File: src/rtl/dispense_pkg.sv
// Shared definitions for the dispense timer: controller states, ingredient
// indices, stage encoding and the per-recipe dispense amounts (in ticks).
package dispense_pkg;

  typedef enum logic [2:0] {
    S_IDLE,
    S_ARM,
    S_DISPENSE,
    S_REPORT,
    S_WAIT,
    S_FAULT
  } state_t;

  localparam int NUM_ING    = 5;
  localparam int ING_WATER  = 0;
  localparam int ING_COFFEE = 1;
  localparam int ING_SUGAR  = 2;
  localparam int ING_MILK   = 3;
  localparam int ING_CHOC   = 4;

  // Stage bit 5 is the sequencer's "finished" marker; bits 4..0 line up with valves.
  localparam int         STAGE_FINISHED = 5;
  localparam logic [5:0] STAGE_WATER    = 6'b000001;

  // Amounts per recipe, ordered {water, coffee, sugar, milk, chocolate}.
  localparam int unsigned RECIPE [4][NUM_ING] = '{
    '{10, 4, 0, 0, 0},   // 0 black
    '{10, 4, 2, 0, 0},   // 1 sweet
    '{ 6, 4, 1, 5, 0},   // 2 latte
    '{ 6, 3, 1, 3, 4}    // 3 mocha
  };

  // Ingredient index of a one-hot stage; only meaningful for bits 4..0.
  function automatic logic [2:0] stage_to_ing(input logic [5:0] stg);
    logic [2:0] ing;
    ing = '0;
    for (int i = 0; i < NUM_ING; i++) begin
      if (stg[i]) ing = 3'(i);
    end
    return ing;
  endfunction

endpackage

File: src/rtl/tick_prescaler.sv
// Free-running divider producing a one-cycle tick every TICK_DIV clocks.
// clear restarts the count so the first tick lands TICK_DIV cycles later.
module tick_prescaler #(
  parameter int unsigned TICK_DIV = 50000
) (
  input  logic clock,
  input  logic reset,
  input  logic clear,
  output logic tick
);

  localparam int unsigned    CW   = $clog2(TICK_DIV);
  localparam logic [CW-1:0]  LAST = CW'(TICK_DIV - 1);

  logic [CW-1:0] r_count;

  // Divider counter: wraps at TICK_DIV-1, restarts on clear.
  always_ff @(posedge clock or posedge reset) begin
    if (reset) begin
      r_count <= '0;
    end else if (clear || (r_count == LAST)) begin
      r_count <= '0;
    end else begin
      r_count <= r_count + CW'(1);
    end
  end

  assign tick = (r_count == LAST);

endmodule

File: src/rtl/dispense_timer.sv
// Dispense timer: opens one pump valve per sequencer stage for the number of
// ticks the latched recipe asks for, then pulses result so the sequencer advances.
module dispense_timer
  import dispense_pkg::*;
#(
  parameter int unsigned TICK_DIV = 50000,
  parameter int unsigned AMT_W    = 8
) (
  input  logic       clock,
  input  logic       reset,
  input  logic       start,
  input  logic [1:0] recipe_sel,
  input  logic [5:0] stage,
  output logic       result,
  output logic [4:0] valve,
  output logic       busy,
  output logic       fault
);

  state_t           r_state, w_state_next;
  logic [1:0]       r_sel;
  logic [5:0]       r_stage;
  logic [AMT_W-1:0] r_target, r_count;
  logic [4:0]       r_valve, w_valve_next;
  logic             r_result, w_result_next;
  logic             r_busy, r_fault;
  logic             w_sel_load, w_arm_load, w_count_inc;
  logic             w_tick, w_clear;
  logic [2:0]       w_ing;
  logic [AMT_W-1:0] w_amount;

  assign w_ing    = stage_to_ing(stage);
  assign w_amount = AMT_W'(RECIPE[r_sel][w_ing]);
  assign w_clear  = (r_state == S_ARM);

  tick_prescaler #(.TICK_DIV(TICK_DIV)) u_prescaler (
    .clock (clock),
    .reset (reset),
    .clear (w_clear),
    .tick  (w_tick)
  );

  // Next-state and next-output decode; valve/result are computed one cycle ahead
  // so the registered copies line up with the state they belong to.
  always_comb begin
    w_state_next  = r_state;
    w_valve_next  = '0;
    w_result_next = 1'b0;
    w_sel_load    = 1'b0;
    w_arm_load    = 1'b0;
    w_count_inc   = 1'b0;
    unique case (r_state)
      S_IDLE: begin
        if (start && (stage == STAGE_WATER)) begin
          w_state_next = S_ARM;
          w_sel_load   = 1'b1;
        end
      end
      S_ARM: begin
        if (!$onehot(stage)) begin
          w_state_next = S_FAULT;
        end else if (stage[STAGE_FINISHED]) begin
          w_state_next = S_IDLE;
        end else begin
          w_arm_load = 1'b1;
          if (w_amount == '0) begin
            w_state_next  = S_REPORT;
            w_result_next = 1'b1;
          end else begin
            w_state_next = S_DISPENSE;
            w_valve_next = stage[4:0];
          end
        end
      end
      S_DISPENSE: begin
        if (stage != r_stage) begin
          // Sequencer moved on under us: close the valve and re-arm silently.
          w_state_next = S_ARM;
        end else if (w_tick) begin
          w_count_inc = 1'b1;
          if (r_count == r_target - 1'b1) begin
            w_state_next  = S_REPORT;
            w_result_next = 1'b1;
          end else begin
            w_valve_next = r_valve;
          end
        end else begin
          w_valve_next = r_valve;
        end
      end
      S_REPORT: begin
        w_state_next = S_WAIT;
      end
      S_WAIT: begin
        if (stage != r_stage) w_state_next = S_ARM;
      end
      S_FAULT: begin
        w_state_next = S_FAULT;
      end
      default: begin
        w_state_next = S_FAULT;
      end
    endcase
  end

  // State and registered outputs; reset closes valves without waiting for a clock.
  always_ff @(posedge clock or posedge reset) begin
    if (reset) begin
      r_state  <= S_IDLE;
      r_valve  <= '0;
      r_result <= 1'b0;
      r_busy   <= 1'b0;
      r_fault  <= 1'b0;
    end else begin
      r_state  <= w_state_next;
      r_valve  <= w_valve_next;
      r_result <= w_result_next;
      r_busy   <= (w_state_next != S_IDLE) && (w_state_next != S_FAULT);
      r_fault  <= r_fault | (w_state_next == S_FAULT);
    end
  end

  // Recipe latch, ingredient target and tick counter (equality checked before increment).
  always_ff @(posedge clock or posedge reset) begin
    if (reset) begin
      r_sel    <= '0;
      r_stage  <= '0;
      r_target <= '0;
      r_count  <= '0;
    end else begin
      if (w_sel_load) r_sel <= recipe_sel;
      if (w_arm_load) begin
        r_target <= w_amount;
        r_count  <= '0;
        r_stage  <= stage;
      end else if (w_count_inc) begin
        r_count <= r_count + 1'b1;
      end
    end
  end

  assign valve  = r_valve;
  assign result = r_result;
  assign busy   = r_busy;
  assign fault  = r_fault;

endmodule

File: config.mk
export PLATFORM = sky130hd
export DESIGN_NAME = dispense_timer
export DESIGN_NICKNAME = d
export VERILOG_FILES = /design/src/rtl/dispense_pkg.sv /design/src/rtl/tick_prescaler.sv /design/src/rtl/dispense_timer.sv
export SDC_FILE = /design/constraint.sdc
export NUM_CORES = 1
export LEC_CHECK = 0
export BUFFER_PORTS_ARGS = -buffer_cell sky130_fd_sc_hd__buf_4
export CORE_ASPECT_RATIO = 0.9
export CORE_MARGIN = 2
export CORE_UTILIZATION = 54
export CTS_BUF_LIST = sky130_fd_sc_hd__clkbuf_16
export DETAILED_ROUTE_END_ITERATION = 8
export PLACE_DENSITY = 0.76
export RECOVER_POWER = 50
export SETUP_SLACK_MARGIN = 0.4
export SKIP_LAST_GASP = 1
export SYNTH_ARGS = -nofsm -noshare
export SYNTH_HDL_FRONTEND = slang
export SYNTH_SLANG_ARGS = --single-unit
File: constraint.sdc
create_clock -name clock -period 2.3 [get_ports clock]
set_input_delay 0.345 -clock clock [delete_from_list [all_inputs] [get_ports clock]]
set_output_delay 0.345 -clock clock [all_outputs]
set_load 0.01 [all_outputs]
# After elaboration in Yosys (flattened, before gate mapping)
# Cells that the tools add are included.
dict set report word_totals {
  ff_bits 51
  in_bits 11
  out_inout_bits 8
  wordCells 88
}
dict set report op_classes {
  add_sub_neg 8
  magnitude_cmp 2
  n_eq_ne 13
  mux 44
  bitwise_logic 3
  reduce_logical 8
}
# operator n
set ops {}
lappend ops {{160-bit binary-select mux with 2-bit select} 1}
lappend ops {{160-bit 2-to-1 mux} 2}
lappend ops {{32-bit binary-select mux with 3-bit select} 1}
lappend ops {{8-bit 2-to-1 mux} 4}
lappend ops {{5-bit 2-to-1 mux} 6}
lappend ops {{3-bit 2-to-1 mux} 9}
lappend ops {{16-bit by 1-bit adder with 16-bit output (second input constant)} 1}
lappend ops {{16-bit equality test (second input constant)} 1}
lappend ops {{1-bit 2-to-1 mux} 16}
lappend ops {{16-bit 2-to-1 mux} 1}
lappend ops {{3-bit case mux with 5 select lines} 1}
lappend ops {{5-bit case mux with 2 select lines} 1}
lappend ops {{8-bit by 1-bit adder with 8-bit output (second input constant)} 1}
lappend ops {{8-bit equality test} 1}
lappend ops {{8-bit logical NOT} 1}
lappend ops {{8-bit by 1-bit subtractor with 8-bit output (second input constant)} 1}
lappend ops {{1-bit by 1-bit adder with 2-bit output} 3}
lappend ops {{3-bit by 1-bit equality test with 1-bit output (second input constant)} 2}
lappend ops {{3-bit by 2-bit equality test with 1-bit output (second input constant)} 2}
lappend ops {{3-bit equality test (second input constant)} 2}
lappend ops {{6-bit by 1-bit equality test with 1-bit output (second input constant)} 1}
lappend ops {{3-bit inequality test (second input constant)} 2}
lappend ops {{6-bit inequality test} 1}
lappend ops {{4-bit greater-or-equal comparator (second input constant)} 1}
lappend ops {{other kinds (15)} 16}

# Longest topological paths before layout
dict set report depth {
  ltp_word 15
  ltp_mapped 13
  mapped_depth_nobuf 13
}

# By module
# Synthesis repeated with hierarchy kept, for this count alone.
dict set report hier_totals {
  hier_cells 266
  area_unflattened_um2 2636.3
}
# module instances cells_per_inst area_each_um2 seq_area_each_um2
set modules_own_cells {}
lappend modules_own_cells {dispense_timer 1 183 1774.2 775.7}
lappend modules_own_cells {tick_prescaler 1 83 862.1 400.4}

# Worst setup path after synthesis
# OpenSTA, ideal clock, no wires.
dict set report synth_timing {
  path_kind {input to register}
  from {input port stage[0]}
  to {register r_target[1]}
  setup_time_ns 0.136
  arrival_ns 2.938
  required_ns 2.164
  setup_slack_ns -0.774
  cell_stages 13
  n_path_buf 2
  cell_sequence {fa_1 -> inv_1 -> fa_1 -> inv_1 -> ha_1 -> inv_1 -> fa_1 -> nand3_1 -> or3_1 -> buf_2 -> clkbuf_1 -> nand2_1 -> o31ai_1}
}
dict set report synth_via {
  elab_chain_cells 6
}
# item line_no
set synth_lines {}
lappend synth_lines {{start, declared} dispense_timer.sv:13} ;# input logic [5:0] stage,
lappend synth_lines {{1-bit by 1-bit adder with 2-bit output (implied by the code)} dispense_timer.sv:60} ;# if (!$onehot(stage)) begin
lappend synth_lines {{2-bit by 2-bit adder with 3-bit output (implied by the code)} dispense_timer.sv:60}
lappend synth_lines {{3-bit by 2-bit adder with 3-bit output (implied by the code)} dispense_timer.sv:60}
lappend synth_lines {{3-bit by 1-bit equality test with 1-bit output} dispense_timer.sv:60}
lappend synth_lines {{1-bit 2-to-1 mux} dispense_timer.sv:60}
lappend synth_lines {{1-bit 2-to-1 mux} dispense_timer.sv:52} ;# unique case (r_state)
lappend synth_lines {{end signal, assigned} dispense_timer.sv:133} ;# r_target <= w_amount;
lappend synth_lines {{end, declared} dispense_timer.sv:23} ;# logic [AMT_W-1:0] r_target, r_count;
# Every way passes these cells.
# A chain may end at the register's enable or synchronous reset.

# Worst setup path in the final report
# Ends and elaborated chain as after synthesis.

==> run_results.csv <==
group,metric,value,unit
timing,fmax,344,MHz
pwr,p_switching,817,uW
route,avgRoutedWirePerCell,14.6,um
route,ant_nets,0,
pwr,peakVddDrop,0.441,mV
synth,synthFlopType,"dfrtp_1",
route,vias,2065,
setup_path,cp-endpoint,"r_target[1]",
clocking,cts_tree,"built",
timing,worstMarginPinSlew,1150,ps
clocking,path_clk_slew,60,ps
grt,grt_pass1_vias,2033,
route,firstDrtPassIters,4,
pwr,power_density,803,mW/mm2
synth,ys_warn_count,0,
clocking,cts_root_buf,"clkbuf_16",
place,dp_slack,-1020,ps
place,dp.cells,370,
floorplanning,coreArea,0.00452,mm2
setup_path,crit_slowest_cell,"fa_1",
synth,syn_area_per_cell,9.49,um2
run_status,status,"finished with violations",
timing,maxSlewViolCount,0,
synth,yosysSeqAreaShare,0.459,
setup_path,cp-start-kind,"input pin",
setup_path,slowest_delay,520,ps
clocking,numCtsBuffers,5,
grt,antenna_found_initial,0,
timing,fin_crit,2910,ps
final_layout,nNetsFinal,338,
grt,grt_pass1_wl,9470,um
pwr,leakage,1.52,nW
synth,synthesis.nets,290,
synth,synth_cells,270,
setup_path,rr_endpoint,"r_count[6]",
clocking,worstSkewPairLatency,280,ps
setup_path,critPathLaunch,"stage[0]",
final_layout,n_antenna_cell,0,
synth,synthTopCellsByArea,"dfrtp_1, nor2_1, xnor2_1",
synth,synth_most_common_cell,"dfrtp_1",
synth,async_flop_share,1.00,
setup_path,critical_path_cell_count,12,
floorplanning,row_count,23,
final_layout,final_cells,381,
clocking,htreeDepth,2,
place,io_buffers,18,
final_layout,fill_cells,347,
place,hpwlAfterDp,3870,um
place,place.gp.congestion,0.878,
setup_path,critPathKind,"in -> reg",
timing,finalClockSkew,4.47,ps
setup_path,reg2reg_slack,-270,ps
synth,synth.distinct_cells,48,
setup_path,cp_max_fo,6,
setup_path,r2r_cells,6,
timing,timing.slew.headroom,0.236,
setup_path,path_buf_inv,5,
final_layout,areaGrowthSynthToFinish,24.7,%
setup_path,worstPathArrival,3100,ps
timing,setup_violations,29,
grt,grt-ovfl-total,0,
timing,rsz0062_at_grt,"true",
setup_path,critPathTopFamily,"adder cells",
setup_path,crit_chain,"buf_6 > fa_1 > inv_1 > fa_1 > inv_1 > ha_2 > inv_2 > fa_1 > nand3_2 > or3_4 > buf_6 > o31ai_4",
grt,grt_max_degree,30,
route,routed_wl,5580,um
pwr,swShare,0.318,
route,drt-initial-drc-count,85,
grt,grtUsageTotal,0.223,
synth,synth_edf_count,0,
setup_path,cp.required,2500,ps
floorplanning,die_w,76.6,um
floorplanning,dieHeight,69.4,um
timing,hold_viol,0,
synth,synthTopCellsByCount,"dfrtp_1, nor2_1, nand2_1",
run_status,violations,"setup timing",
final_layout,drive_gt1_frac,0.248,
flow_run,maxCapViolations,0,
timing,setup_tns,-14260,ps
pwr,pwr-share-clk,0.265,
setup_path,cpMostUsedCell,"fa_1",
setup_path,endpoint_kind,"flip-flop",
synth,ys_ff_latch,47,
timing,final.period_utilization,1.26,
pwr,pwr-share-comb,0.320,
floorplanning,die-area,0.00531,mm2
pwr,p_int,1.75,mW
synth,yosys.area.top_type,"dfrtp_1",
pwr,seq_power_share,0.414,
floorplanning,start_util,0.567,
timing,fin_ws,-607,ps
clocking,cts_sinks,47,
route,drc,0,
synth,synth_top_cell_area_share,0.459,
route,avgViaCountPerCell,5.42,
synth,syn_area,0.00256,mm2
floorplanning,io_pins,19,
clocking,cts_buffer_depth,2,
setup_path,r2r-start,"u_prescaler.r_count[11]",
min_path,min_path_type,"in -> reg",
[how the worst min path moves through the flow]
stage / end / startpoint / cells past startpoint / slack [ps]
after floorplan: r_stage[0] / stage[0] / 2 / 450
after global placement: fault / fault / 1 / 440
after detailed placement: u_prescaler.r_count[12] / reset / 2 / 470
after CTS: u_prescaler.r_count[12] / reset / 2 / 170
after global routing: r_sel[0] / recipe_sel[0] / 2 / 300
final: r_sel[0] / recipe_sel[0] / 2 / 290
[repair_timing]
item / CTS / global route
hold buffers: 0 / 0
setup endpoints to repair: 29 / 43
cloned: 1 / 1
setup buffers: 0 / 1
resized for setup: 14 / 11
pin swaps: 4 / 7
[state kept, by name, summed over array words and instances (netlist names)]
register and flops:
u_prescaler.r_count 16, r_state 3, r_count 8, valve 5, busy 1, r_sel 2
r_target 4, r_stage 6, result 1, fault 1
[per-stage QoR]
stage | util | instance area [um2] | power [mW] | hold WS [ps]
6_report | 0.707 | 3200 | 2.57 | 294
2_1_floorplan | - | 2590 | 1.57 | 450
5_1_grt | 0.707 | 3200 | 2.72 | 298
3_3_place_gp | 0.656 | 2970 | 1.80 | 443
3_5_place_dp | 0.656 | 2970 | 1.82 | 473
4_1_cts | 0.698 | 3150 | 2.53 | 168
[final cells by class]
| type | instances | area, um2 | area share |
|---|---|---|---|
| multi-input cells | 198 | 1350 | 0.422 |
| flip-flops and latches | 47 | 1180 | 0.368 |
| repair buffers | 51 | 402 | 0.126 |
| clock buffers | 5 | 125 | 0.0392 |
| well taps | 62 | 77.6 | 0.0243 |
| inverters | 15 | 56.3 | 0.0176 |
| clock inverters | 3 | 11.3 | 0.00352 |
[logic make-up after synthesis]
logic type      count (synthesis)  synth area share
buf+inv                        25            0.0400
compound gates                 32            0.0859
fa+ha+maj                       9            0.0527
flops                          47             0.459
mux                             5            0.0205
simple gates                  122             0.239
xor+xnor                       30             0.103
[worst register-to-register path, delay by kind of cell, from the launching register on]
family / cells / cell delay (ps)
AO/OA/AOI/OAI: 1 / 60
flip-flops: 1 / 380
AND/OR/NAND/NOR: 5 / 2020
[placed cells by master (no fill, tap or decap), drive strengths merged, types with 3 or more instances in the layout]
cell / synthesis / layout
buf: 3 / 49
nor3: 7 / 7
clkbuf: 7 / 7
and3: 5 / 5
xor2: 14 / 14
nand2: 30 / 30
nor2: 39 / 39
nor2b: 3 / 3
a22o: 5 / 5
or4: 3 / 3
inv: 15 / 16
ha: 6 / 6
or3: 5 / 5
nand3: 11 / 11
mux2i: 3 / 3
a21oi: 4 / 4
dfrtp: 47 / 47
o21ai: 8 / 8
fa: 3 / 3
xnor2: 16 / 16
nand4: 8 / 8
[routing by layer]
layer  track usage  vias to the layer above  routed length, um
li1              -                     1014                  -
met1         0.295                      998               2610
met2         0.369                       44               2700
met3        0.0430                        9                183
met4        0.0808                        0                 89
met5             0                        -                  0
[power groups by stage]
stage | clock network [mW] | registers, mW | logic (mW)
CTS | 0.695 | 1.06 | 0.772
global placement | 0 | 1.07 | 0.729
detailed placement | 0 | 1.07 | 0.748
finish | 0.681 | 1.06 | 0.822
global route | 0.731 | 1.08 | 0.910
floorplan | 0 | 1.08 | 0.490
Note: power is estimated with default switching activity, not from simulation.
